`config.mk`:
```
export PLATFORM = sky130hd
export DESIGN_NAME = univ_reg_async_rst
export DESIGN_NICKNAME = d
export VERILOG_FILES = /design/src/rtl/univ_reg_pkg.sv /design/src/rtl/dffr_pe_async_rsth.sv /design/src/rtl/univ_reg_async_rst.sv
export SDC_FILE = /design/constraint.sdc
export NUM_CORES = 1
export LEC_CHECK = 0
export CORE_AREA = 2 2 57 59
export DETAILED_ROUTE_END_ITERATION = 7
export DIE_AREA = 0 0 59 61
export PLACE_DENSITY = 0.8
export SYNTH_ARGS = -nofsm -noshare
export SYNTH_HDL_FRONTEND = slang
export SYNTH_HIERARCHICAL = 1
export SYNTH_SLANG_ARGS = --single-unit
```
`constraint.sdc`:
```
create_clock -name clk -period 2.5 [get_ports clk]
set_clock_uncertainty 0.1 [all_clocks]
set_input_delay 0.625 -clock clk [delete_from_list [all_inputs] [get_ports clk]]
set_output_delay 0.625 -clock clk [all_outputs]
set_load 0.01 [all_outputs]
```
`src/rtl/univ_reg_pkg.sv`:
```
// Shared definitions for the universal register: operation-select width and encodings.
package univ_reg_pkg;

   localparam int MODE_W = 3;

   localparam logic [MODE_W-1:0] MODE_HOLD = 3'd0;
   localparam logic [MODE_W-1:0] MODE_LOAD = 3'd1;
   localparam logic [MODE_W-1:0] MODE_SHL  = 3'd2;
   localparam logic [MODE_W-1:0] MODE_SHR  = 3'd3;
   localparam logic [MODE_W-1:0] MODE_ROL  = 3'd4;
   localparam logic [MODE_W-1:0] MODE_ROR  = 3'd5;
   localparam logic [MODE_W-1:0] MODE_INC  = 3'd6;
   localparam logic [MODE_W-1:0] MODE_DEC  = 3'd7;

endpackage

```
`src/rtl/dffr_pe_async_rsth.sv`:
```
// Positive-edge register with clock enable and active-high asynchronous reset to RST_VAL.
module dffr_pe_async_rsth #(
   parameter int               WIDTH   = 1,
   parameter logic [WIDTH-1:0] RST_VAL = '0
) (
   input  logic             clk,
   input  logic             rst,
   input  logic             en,
   input  logic [WIDTH-1:0] d,
   output logic [WIDTH-1:0] q
);

   always_ff @(posedge clk or posedge rst) begin
      if (rst) begin
         q <= RST_VAL;
      end else if (en) begin
         q <= d;
      end
   end

endmodule

```
`src/rtl/univ_reg_async_rst.sv`:
```
// WIDTH-bit universal register: hold/load/shift/rotate/count with clear, serial I/O
// and a one-cycle wrap pulse; the next-state mux lives here, storage in dffr_pe_async_rsth.
module univ_reg_async_rst
   import univ_reg_pkg::*;
#(
   parameter int               WIDTH   = 8,
   parameter logic [WIDTH-1:0] RST_VAL = '0
) (
   input  logic              clk,
   input  logic              rst,
   input  logic              en,
   input  logic              clr,
   input  logic [MODE_W-1:0] mode,
   input  logic [WIDTH-1:0]  d,
   input  logic              sin_l,
   input  logic              sin_r,
   output logic [WIDTH-1:0]  q,
   output logic              sout_l,
   output logic              sout_r,
   output logic              wrap,
   output logic              zero
);

   logic [WIDTH-1:0] q_next;
   logic             wrap_next;
   logic             wrap_d;

   always_comb begin
      q_next    = q;
      wrap_next = 1'b0;
      if (clr) begin
         q_next = '0;
      end else begin
         case (mode)
            MODE_LOAD: q_next = d;
            MODE_SHL:  q_next = {q[WIDTH-2:0], sin_l};
            MODE_SHR:  q_next = {sin_r, q[WIDTH-1:1]};
            MODE_ROL:  q_next = {q[WIDTH-2:0], q[WIDTH-1]};
            MODE_ROR:  q_next = {q[0], q[WIDTH-1:1]};
            MODE_INC: begin
               q_next    = q + WIDTH'(1);
               wrap_next = &q;
            end
            MODE_DEC: begin
               q_next    = q - WIDTH'(1);
               wrap_next = ~|q;
            end
            default:   q_next = q;
         endcase
      end
   end

   // wrap is a pulse: its register is always clocked so a disabled edge also clears it
   assign wrap_d = en & wrap_next;

   dffr_pe_async_rsth #(
      .WIDTH   (WIDTH),
      .RST_VAL (RST_VAL)
   ) u_q_reg (
      .clk (clk),
      .rst (rst),
      .en  (en),
      .d   (q_next),
      .q   (q)
   );

   dffr_pe_async_rsth #(
      .WIDTH   (1),
      .RST_VAL (1'b0)
   ) u_wrap_reg (
      .clk (clk),
      .rst (rst),
      .en  (1'b1),
      .d   (wrap_d),
      .q   (wrap)
   );

   assign sout_l = q[WIDTH-1];
   assign sout_r = q[0];
   assign zero   = (q == '0);

endmodule

```
# Word level (Yosys, flattened, before mapping)
# Index checks and enable logic that the tools add are counted.
[totals]
inputBits = 17
ff_bits = 9
out_inout_bits = 12
[classes]
bitwise = 1
muxes = 4
eq_ne = 7
n_addsub = 2
n_reduce_logical = 6
[op_table]
columns = ["cell", "count"]
rows = [
  ["8-bit one-hot mux with 7 select lines", 1],
  ["3-bit equality test (second input constant)", 4],
  ["8-bit by 1-bit adder with 8-bit output (second input constant)", 1],
  ["8-bit zero test", 1],
  ["8-bit 2-to-1 mux", 1],
  ["8-bit AND reduction", 1],
  ["8-bit nonzero test", 1],
  ["8-bit OR reduction", 1],
  ["8-bit by 1-bit subtractor with 8-bit output (second input constant)", 1],
  ["3-bit by 2-bit equality test with 1-bit output (second input constant)", 2],
  ["3-bit by 1-bit equality test with 1-bit output (second input constant)", 1],
  ["1-bit one-hot mux with 2 select lines", 1],
  ["2-bit AND reduction", 1],
  ["1-bit AND", 1],
  ["1-bit zero test", 1],
  ["1-bit 2-to-1 mux", 1],
]

# Logic depth before layout (Yosys ltp)
# Gate-level depths: netlist of run 1.
[logic_depth]
word_depth = 5
mapped_depth = 9

# Modules after synthesis
# Netlist of run 1, hierarchy kept.
[by_module_without_submodules]
columns = ["module", "cells_each", "instances", "seq_area_each_um2", "area_each_um2"]
rows = [
  ["univ_reg_async_rst", 118, 1, 0.0, 893.4],
  ["dffr_pe_async_rsth at u_q_reg", 18, 1, 200.2, 335.3],
  ["dffr_pe_async_rsth at u_wrap_reg", 3, 1, 25.0, 43.8],
]

# Worst setup path before layout of run 1
# Ideal clock, no wire load.
[synth_path]
kind = "input port to flip-flop"
start = "in mode[0]"
end = "reg u_q_reg.q[6]"
path_slack_ps = 224
t_arrival_ps = 2051
path_stages = 9
cell_sequence = "buf_4 nand3_1 xnor2_1 ha_1 nor2b_1 a32oi_1 xor2_1 a211oi_1 mux2_4"
[synth_via]
elab_chain_cells = 3
elab_cells_between_ends = 11
[synth_rtl]
columns = ["element", "line", "source"]
rows = [
  ["start: declaration", "univ_reg_async_rst.sv:13", "input logic [MODE_W-1:0] mode,"],
  ["3-bit equality test, or another cell as far along", "univ_reg_async_rst.sv:34", "case (mode)"],
  ["8-bit one-hot mux with 7 select lines *", "univ_reg_async_rst.sv:34", ""],
  ["8-bit 2-to-1 mux *", "univ_reg_async_rst.sv:31", "if (clr) begin"],
  ["named net q_next[6]", "univ_reg_async_rst.sv:24", "logic [WIDTH-1:0] q_next;"],
  ["end signal: assignment", "dffr_pe_async_rsth.sv:15", "q <= RST_VAL;"],
  ["end signal: assignment", "dffr_pe_async_rsth.sv:17", "q <= d;"],
  ["end: declaration", "dffr_pe_async_rsth.sv:10", "output logic [WIDTH-1:0] q"],
]
# Mark *: on every way through the listed nets, which the timed path passes. The rest lies on a longest branch.
# A chain may end at the register's enable or synchronous reset.

# Final worst setup path of run 1
[layout_path]
start = "in mode[0]"
end = "reg u_q_reg.q[2]"
# The elaborated chain is that of the path after synthesis.

==> flow_summary.ini, run 1 <==
[run_status]
run_status = finished, final reports clean

[sta]
drv_slew = 0
setup_viol = 0
endpoints_failing_hold = 0
min_period_over_period_pct = 99.3
final_critical_path_setup_slack_ns = 0.0178
timing.fmax_mhz = 403
rsz0062_at_grt = yes
finalWorstPathRequiredPeriod_ns = 2.48

[cells_and_area]
fin_util_pct = 55.8
postLayoutCellArea_sq_um = 1650
num-nets-final = 195
drive_gt1_share_pct = 27.8
antenna-diode-count = 0
area_overhead_of_the_layout_relative_to_synthesis_pct = 29.5

[drt]
antenna_left = 0
drtPass1Iterations = 4
drt_drc_violations_left = 0
vias_per_cell = 5.91
route.vias.total = 1236
wire_per_inst_um = 15.6
initialDrtViolationCount = 42
drt_wl_total_mm = 3.25

[logic_synthesis]
synthesis.area_sq_um = 1270
yosys_register_bits = 9
postSynthCellCount = 139
synthDominantAreaCellType = dfrtp_1
syn_nets = 157
yosysWarnings = 6
synth.distinct_cells = 55
ys.flop_type = dfrtp_1
synthDominantCellAreaShare_pct = 17.7
synth-edff-count = 0
sequential_to_total_area_share_from_yosys_stat_pct = 17.7
ys_top_cells_by_count = dfrtp_1, mux2_4, nand2_1, nor3_1, nor2_1
synthArstFlopShare_pct = 100
ys_top_cells_by_area = dfrtp_1, mux2_4, buf_6, buf_4, mux2i_1
postSynthAreaPerCell_sq_um = 9.15

[power_and_ir_drop]
cell_pwr_density_nw_per_um2 = 430
largest_vdd_supply_drop_mv = 0.140
leakage_uw = 0.000701

[clock_network]
clock_sinks = 9
worstSkewPairLatency_ns = 0.26
cts.hold.buffers_added = 0
cts.root.buffer_cell = clkbuf_4
tritoncts = built
clkTransAtPathRegs_ns = 0.06
cts_max_path_buffers = 2
numCtsBuffers = 3
htreeDepth = 1

[worst_setup_path]
r2r_end = u_q_reg/q[2]$_DFFE_PP0P_
critPathMaxFanout = 4
worstPathArrival_ns = 2.58
worst_reg_to_reg_setup_slack_ns = 0.41
worst-setup-path-type = in -> reg
cp-start-kind = input port
reg2reg_launch_point = u_q_reg/q[1]$_DFFE_PP0P_
timing.reg2reg.worst_path_depth = 8
timing.critical_path.required_ns = 2.60
endpoint_kind = flip-flop

[die]
rows = 20
chipWidth_um = 59
design.die.area_sq_um = 3600
start_util_pct = 43.1
boundaryPins = 29
die_h_um = 61
core_region_area_sq_um = 2950

[global_routing]
antenna_found_initial = 0
grt_total_usage_pct = 19.7
grt_max_degree = 23
vias_in_the_first_global_route = 1153
wire_length_of_the_first_global_routing_pass_mm = 5.37
grt_remaining_overflow = 0

[placed_design]
gp_congestion = 0.960
place.port_buffers = 28
placement.cell_area_sq_um = 1600
placement.setup.worst_slack_ns = -0.236
dp_hpwl_mm = 2.47

[job]
cap_violations = 0

[hold_path]
hold_path_class = in -> async
==> area by class of cell <==
cell class,count,area [sq um]
multi-input cells,107,887
well taps,33,41.3
fillers,278,1310
flip-flops and latches,9,225
repair buffers,50,445
inverters,6,22.5
clock buffers,4,26.3
==> per-layer routing <==
layer / track usage [%] / part of all wire, % / vias to the layer above
li1: - / - / 591
met1: 25.2 / 43 / 582
met2: 34.6 / 49 / 57
met3: 1.71 / 6.6 / 6
met4: 7.47 / 1.4 / 0
met5: 0 / 0 / -
==> how the worst max path moves through the flow <==
stage	startpoint	cells past startpoint	to	slack (ns)
after floorplan	mode[0]	9	u_q_reg/q[6]$_DFFE_PP0P_	0.22
after global placement	mode[0]	9	u_q_reg/q[6]$_DFFE_PP0P_	-0.14
after detailed placement	mode[0]	9	u_q_reg/q[6]$_DFFE_PP0P_	-0.24
after CTS	mode[0]	9	u_q_reg/q[6]$_DFFE_PP0P_	0.02
after global routing	mode[0]	7	u_q_reg/q[5]$_DFFE_PP0P_	-0.03
final	mode[0]	9	u_q_reg/q[2]$_DFFE_PP0P_	0.02
==> cell usage in the layout (no fill, tap or decap), drive strengths merged, types with 3 or more instances in the layout <==
master         netlist  layout
mux2i                4       4
mux2                 9       9
o21bai               3       3
a221oi               3       3
clkbuf               2       4
buf                 14      22
o21ai                4       4
a211oi               4       4
nor2                 8       8
xor2                 3       3
nor3b                5       5
nor3                 8       8
dfrtp                9       9
nand3b               3       3
or3                  3       3
nand2                9       9
o211ai               5       5
clkdlybuf4s50        0      27
inv                  6       6
==> sequential cells by signal (all words and copies together) (netlist names) <==
| name | count |
|---|---|
| u_q_reg/q | 8 |
| u_wrap_reg/q | 1 |
==> kinds of logic after synthesis <==
family	after synthesis	synth area share [%]
muxes	15	17.6
DFF	9	17.7
other	1	0.295
AOI/OAI and AO/OA	37	23.8
buffers and inverters	23	14.3
xor gates and xnor gates	5	3.44
adders and majority gates	1	0.983
and+or+nand+nor	48	21.9
==> metrics by stage <==
stage / TNS (ns) / std cells / hold slack [ns] / total power, uW
after CTS: 0 / 209 / 0.449 / 699
after floorplan: 0 / 139 / 0.254 / 459
after global routing: -0.0315 / 209 / 0.438 / 760
after detailed placement: -1.04 / 205 / 0.579 / 589
after global placement: -0.577 / 205 / 0.563 / 575
final: 0 / 209 / 0.448 / 709
==> critical path: stages <==
cell             delay, ns
clkdlybuf4s50_1       0.48
nand3_1               0.12
xnor2_1               0.17
ha_2                  0.24
nor2b_2               0.21
o31ai_1               0.09
a32o_1                0.20
nor3_1                0.24
mux2_4                0.20
==> where the power goes <==
| group | switching (uW) | leakage (uW) | internal (uW) |
|---|---|---|---|
| Sequential | 18.8 | 0.000119 | 164 |
| Clock | 49.2 | 0.0000150 | 61.4 |
| Combinational | 192 | 0.000567 | 224 |
| Total | 260 | 0.000701 | 449 |
==> repair_timing <==
action / in CTS / in global routing
buffers inserted: 0 / 0
pin swaps: 0 / 0
endpoints found under the setup margin: 1 / 5
resized for setup: 1 / 6
No activity file was read; power rests on OpenSTA's default activity.
==> inputs of run 2 (changes only) <==
- SETUP_SLACK_MARGIN: default -> 0.3
==> run 2 against run 1 <==
Clock power rose by 9.9%. Critical path type is now reg -> out. Final area rose by 4.0%. Global-route usage rose by 1.8 points. Fmax rose by 6.5%. Sequential share of layout area fell by 0.46 points. Via count rose by 0.97%. Die area did not move. Core utilization rose by 2.2 points. Sequential power barely moved. Register-to-register slack improved by 0.06 ns. Worst setup slack improved by 0.15 ns.
==> flow_summary.ini, run 2 (synthesized netlist as in run 1, its figures left out) <==
[run_status]
run_status = finished, final reports clean

[worst_setup_path]
endpoint_kind = output pin
critPathMaxFanout = 2
r2r_end = u_q_reg/q[6]$_DFFE_PP0P_
timing.critical_path.required_ns = 1.77
critical_path.cell_chain = or4_4 > nor3b_4 > buf_2
worstPathArrival_ns = 1.60
critical_path.startpoint = u_q_reg/q[6]$_DFFE_PP0P_
critical_path.n_buffers_inverters = 1
slowest_stage = or4_4
reg2reg_launch_point = u_q_reg/q[1]$_DFFE_PP0P_
worst-setup-path-type = reg -> out
timing.reg2reg.worst_path_depth = 8
worst_reg_to_reg_setup_slack_ns = 0.47
cp-start-kind = flip-flop
path_depth = 3
crit_path_max_incr_delay_ns = 0.57
critical_path.top_delay_family = simple AND/OR/NAND/NOR gates
worst_setup_path_endpoint = zero

[clock_network]
worstSkewPairLatency_ns = 0.28
clock_sinks = 9
cts_max_path_buffers = 2
cts.root.buffer_cell = clkbuf_4
htreeDepth = 1
clkTransAtPathRegs_ns = 0.06
tritoncts = built
numCtsBuffers = 3

[sta]
drv_slew = 0
timing.fmax_mhz = 429
finalWorstPathRequiredPeriod_ns = 2.33
rsz0062_at_grt = yes
min_period_over_period_pct = 93.2
finalSetupTns_ns = 0
setup_viol = 0
endpoints_failing_hold = 0

[drt]
initialDrtViolationCount = 44
drt_drc_violations_left = 0
route.vias.total = 1248
drtPass1Iterations = 4
vias_per_cell = 5.86
antenna_left = 0
wire_per_inst_um = 16.5
drt_wl_total_mm = 3.51

[power_and_ir_drop]
leakage_uw = 0.000734
switching_share_pct = 38.0
clkPwrFrac_pct = 16.5
largest_vdd_supply_drop_mv = 0.157
comb_power_share_pct = 58.6
cell_internal_pwr_uw = 456
cell_pwr_density_nw_per_um2 = 429
p_sw_uw = 279
seq_power_share_pct = 24.9

[cells_and_area]
largest_reg_flops = 8
nFillCells = 276
layout_common_cells = clkdlybuf4s50_1, buf_4, nand2_1, mux2_4, dfrtp_1
fin_util_pct = 58.1
area_overhead_of_the_layout_relative_to_synthesis_pct = 34.7
drive_gt1_share_pct = 32.8
reg_top3 = u_q_reg/q: 8 flops, u_wrap_reg/q: 1 flops
num-nets-final = 199
registers.top_by_ff_count = u_q_reg/q
antenna-diode-count = 0

[die]
design.die.area_sq_um = 3600
boundaryPins = 29
core_region_area_sq_um = 2950
die_h_um = 61
start_util_pct = 43.1
chipWidth_um = 59
rows = 20

[global_routing]
antenna_found_initial = 0
global_route.usage.met1_pct = 26.5
grt_util_met2_pct = 37.3
grt_max_degree = 23
grt_remaining_overflow = 0
vias_in_the_first_global_route = 1266
busiest_layer = met2
grt_total_usage_pct = 21.5
wire_length_of_the_first_global_routing_pass_mm = 5.85
use_met3_pct = 2.13

[placed_design]
place.port_buffers = 28
gp_congestion = 0.872
dp_hpwl_mm = 2.56

[job]
cap_violations = 0

[hold_path]
hold_path_class = in -> async
[run 2: final cells by class]
type	count	area [sq um]	share of cell area (%)
Timing Repair Buffer	54	477	27.8
Clock buffer	4	26.3	1.53
Multi-Input combinational cell	107	921	53.7
Sequential cell	9	226	13.2
Inverter	6	22.5	1.31
Tap cell	33	41.3	2.41
[run 2: metrics by stage]
step	total power (uW)	hold WS (ns)	cells	instance area, sq um	setup WS [ns]
global placement	580	0.566	206	1620	-0.186
finish	735	0.404	213	1710	0.170
global route	772	0.442	213	1710	0.150
floorplan	461	0.254	139	1290	0.327
detailed placement	594	0.568	206	1620	-0.191
CTS	725	0.411	213	1700	0.172
[run 2: worst min-delay path by stage]
stage,startpoint,end,slack [ns]
after floorplan,rst,u_wrap_reg/q$_DFFE_PP0P_,0.25
after global placement,u_q_reg/q[5]$_DFFE_PP0P_,u_q_reg/q[5]$_DFFE_PP0P_,0.57
after detailed placement,u_q_reg/q[6]$_DFFE_PP0P_,u_q_reg/q[6]$_DFFE_PP0P_,0.57
after CTS,rst,u_wrap_reg/q$_DFFE_PP0P_,0.41
after global routing,rst,u_wrap_reg/q$_DFFE_PP0P_,0.44
final,rst,u_wrap_reg/q$_DFFE_PP0P_,0.40
[run 2: per-layer routing]
metal | wire [um] | vias to the layer above
li1 | - | 600
met3 | 157 | 8
met1 | 1530 | 599
met4 | 68 | 0
met2 | 1750 | 41
met5 | 0 | -
[run 2: what timing repair did]
action | in CTS | in global routing
endpoints found under the setup margin | 10 | 6
gates resized for setup | 15 | 5
pin swaps | 3 | 0
hold buffers | 0 | 0
setup buffers | 3 | 0
[run 2: power groups by stage]
stage	logic (uW)	registers (uW)	clock network, uW
global placement	398	182	0
detailed placement	409	184	0
CTS	422	183	121
global route	461	186	125
floorplan	264	197	0
finish	430	183	122
==> inputs of run 3 (changes only) <==
- PLACE_DENSITY: 0.8 -> 0.7
==> run 3 against run 2 <==
Critical path depth is the same. Clock power fell by 4%. Sequential share of layout area fell by 0.28 points. Fmax increased by 0.47%. Global-route usage down 1.7 points. Combinational power rose by 4.7%. Count of clock-buffer cells in the layout stayed put. Wire length rose by 0.80%. Register-to-register slack worse by 0.11 ns. Highest routed layer unchanged.
==> flow_summary.ini, run 3 (synthesized netlist as in run 1, its figures left out) <==
[run_status]
run_status = finished, final reports clean

[clock_network]
numCtsBuffers = 3
clkTransAtPathRegs_ns = 0.07
tritoncts = built
htreeDepth = 1
clock_sinks = 9
cts.hold.buffers_added = 0
cts_max_path_buffers = 2
cts.root.buffer_cell = clkbuf_4
worstSkewPairLatency_ns = 0.27

[cells_and_area]
antenna-diode-count = 0
layout_common_cells = clkdlybuf4s50_1, buf_4, nand2_1, mux2_4, dfrtp_1
largest_reg_flops = 8
drive_gt1_share_pct = 34.8
area_overhead_of_the_layout_relative_to_synthesis_pct = 37.7
num-nets-final = 200
layout.cells.non_filler = 214
registers.top_by_ff_count = u_q_reg/q
fin_util_pct = 59.3
reg_top3 = u_q_reg/q: 8 flops, u_wrap_reg/q: 1 flops

[sta]
min_period_over_period_pct = 92.7
timing.fmax_mhz = 431
rsz0062_at_grt = yes
endpoints_failing_hold = 0
drv_slew = 0
finalWorstPathRequiredPeriod_ns = 2.32
setup_viol = 0

[global_routing]
vias_in_the_first_global_route = 1128
antenna_found_initial = 0
grt_total_usage_pct = 19.8
wire_length_of_the_first_global_routing_pass_mm = 5.29
grt_remaining_overflow = 0
grt_max_degree = 23

[power_and_ir_drop]
switching_share_pct = 37.7
cell_pwr_density_nw_per_um2 = 428
largest_vdd_supply_drop_mv = 0.122
cell_internal_pwr_uw = 467
leakage_uw = 0.000751
comb_power_share_pct = 60.0
p_sw_uw = 283
clkPwrFrac_pct = 15.6
seq_power_share_pct = 24.4

[die]
start_util_pct = 43.1
design.die.area_sq_um = 3600
die_h_um = 61
rows = 20
boundaryPins = 29
chipWidth_um = 59
core_region_area_sq_um = 2950

[drt]
drt_drc_violations_left = 0
drt_wl_total_mm = 3.53
antenna_left = 0
drtPass1Iterations = 4
route.vias.total = 1260
wire_per_inst_um = 16.5
vias_per_cell = 5.89
initialDrtViolationCount = 49

[job]
cap_violations = 0

[worst_setup_path]
worst-setup-path-type = reg -> out
timing.reg2reg.worst_path_depth = 8
r2r_end = u_q_reg/q[6]$_DFFE_PP0P_
critPathMaxFanout = 2
worst_reg_to_reg_setup_slack_ns = 0.36
cp-start-kind = flip-flop
worst_setup_path_endpoint = zero
critical_path.startpoint = u_q_reg/q[3]$_DFFE_PP0P_
worstPathArrival_ns = 1.59
endpoint_kind = output pin
reg2reg_launch_point = u_q_reg/q[1]$_DFFE_PP0P_
timing.critical_path.required_ns = 1.77

[hold_path]
hold_path_class = in -> async

[placed_design]
gp_congestion = 0.925
dp.cells = 206
place.port_buffers = 28
dp_hpwl_mm = 2.51
run 3: how the worst min path moves through the flow:
stage,from,to,cells past startpoint
floorplan,rst,u_wrap_reg/q$_DFFE_PP0P_,1
global placement,u_q_reg/q[6]$_DFFE_PP0P_,u_q_reg/q[6]$_DFFE_PP0P_,2
detailed placement,u_q_reg/q[5]$_DFFE_PP0P_,u_q_reg/q[5]$_DFFE_PP0P_,2
CTS,rst,u_wrap_reg/q$_DFFE_PP0P_,2
global route,rst,u_wrap_reg/q$_DFFE_PP0P_,2
finish,rst,u_wrap_reg/q$_DFFE_PP0P_,2
run 3: area by class of cell:
type,count,area (sq um)
fill,282,1200
multi-input combinational,107,946
timing repair buffer,55,489
sequential,9,226
tap,33,41.3
clock buffer,4,26.3
inverter,6,22.5
run 3: through the flow:
stage	setup TNS [ns]	total power (uW)	worst slack (ns)	hold WS (ns)	area (sq um)
floorplan	0	461	0.327	0.254	1290
global placement	-1.04	582	-0.178	0.567	1620
detailed placement	-1.29	592	-0.223	0.574	1620
CTS	0	725	0.173	0.413	1710
global route	0	788	0.147	0.427	1750
finish	0	750	0.181	0.410	1750
run 3: critical path, stage by stage (launching register included):
cell and delay (ns):
dfrtp_1 0.38, or4_4 0.56, nor3b_4 0.22, buf_2 0.17
run 3: metal layers:
layer | up-vias | wire (um) | track usage (%)
li1 | 605 | - | -
met1 | 587 | 1490 | 25.2
met2 | 57 | 1740 | 34.0
met3 | 11 | 225 | 1.92
met4 | 0 | 84 | 9.42
met5 | - | 0 | 0
run 3: power by group through the flow:
stage | sequential [uW] | combinational [uW] | clock [uW]
2_1_floorplan | 197 | 264 | 0
3_3_place_gp | 183 | 399 | 0
3_5_place_dp | 184 | 408 | 0
4_1_cts | 182 | 423 | 120
5_1_grt | 186 | 480 | 122
6_report | 183 | 450 | 117
run 3: timing repair:
action	CTS	global route
setup endpoints to repair	10	7
gates resized for setup	20	7
pin swaps	2	3
buffers inserted	2	2
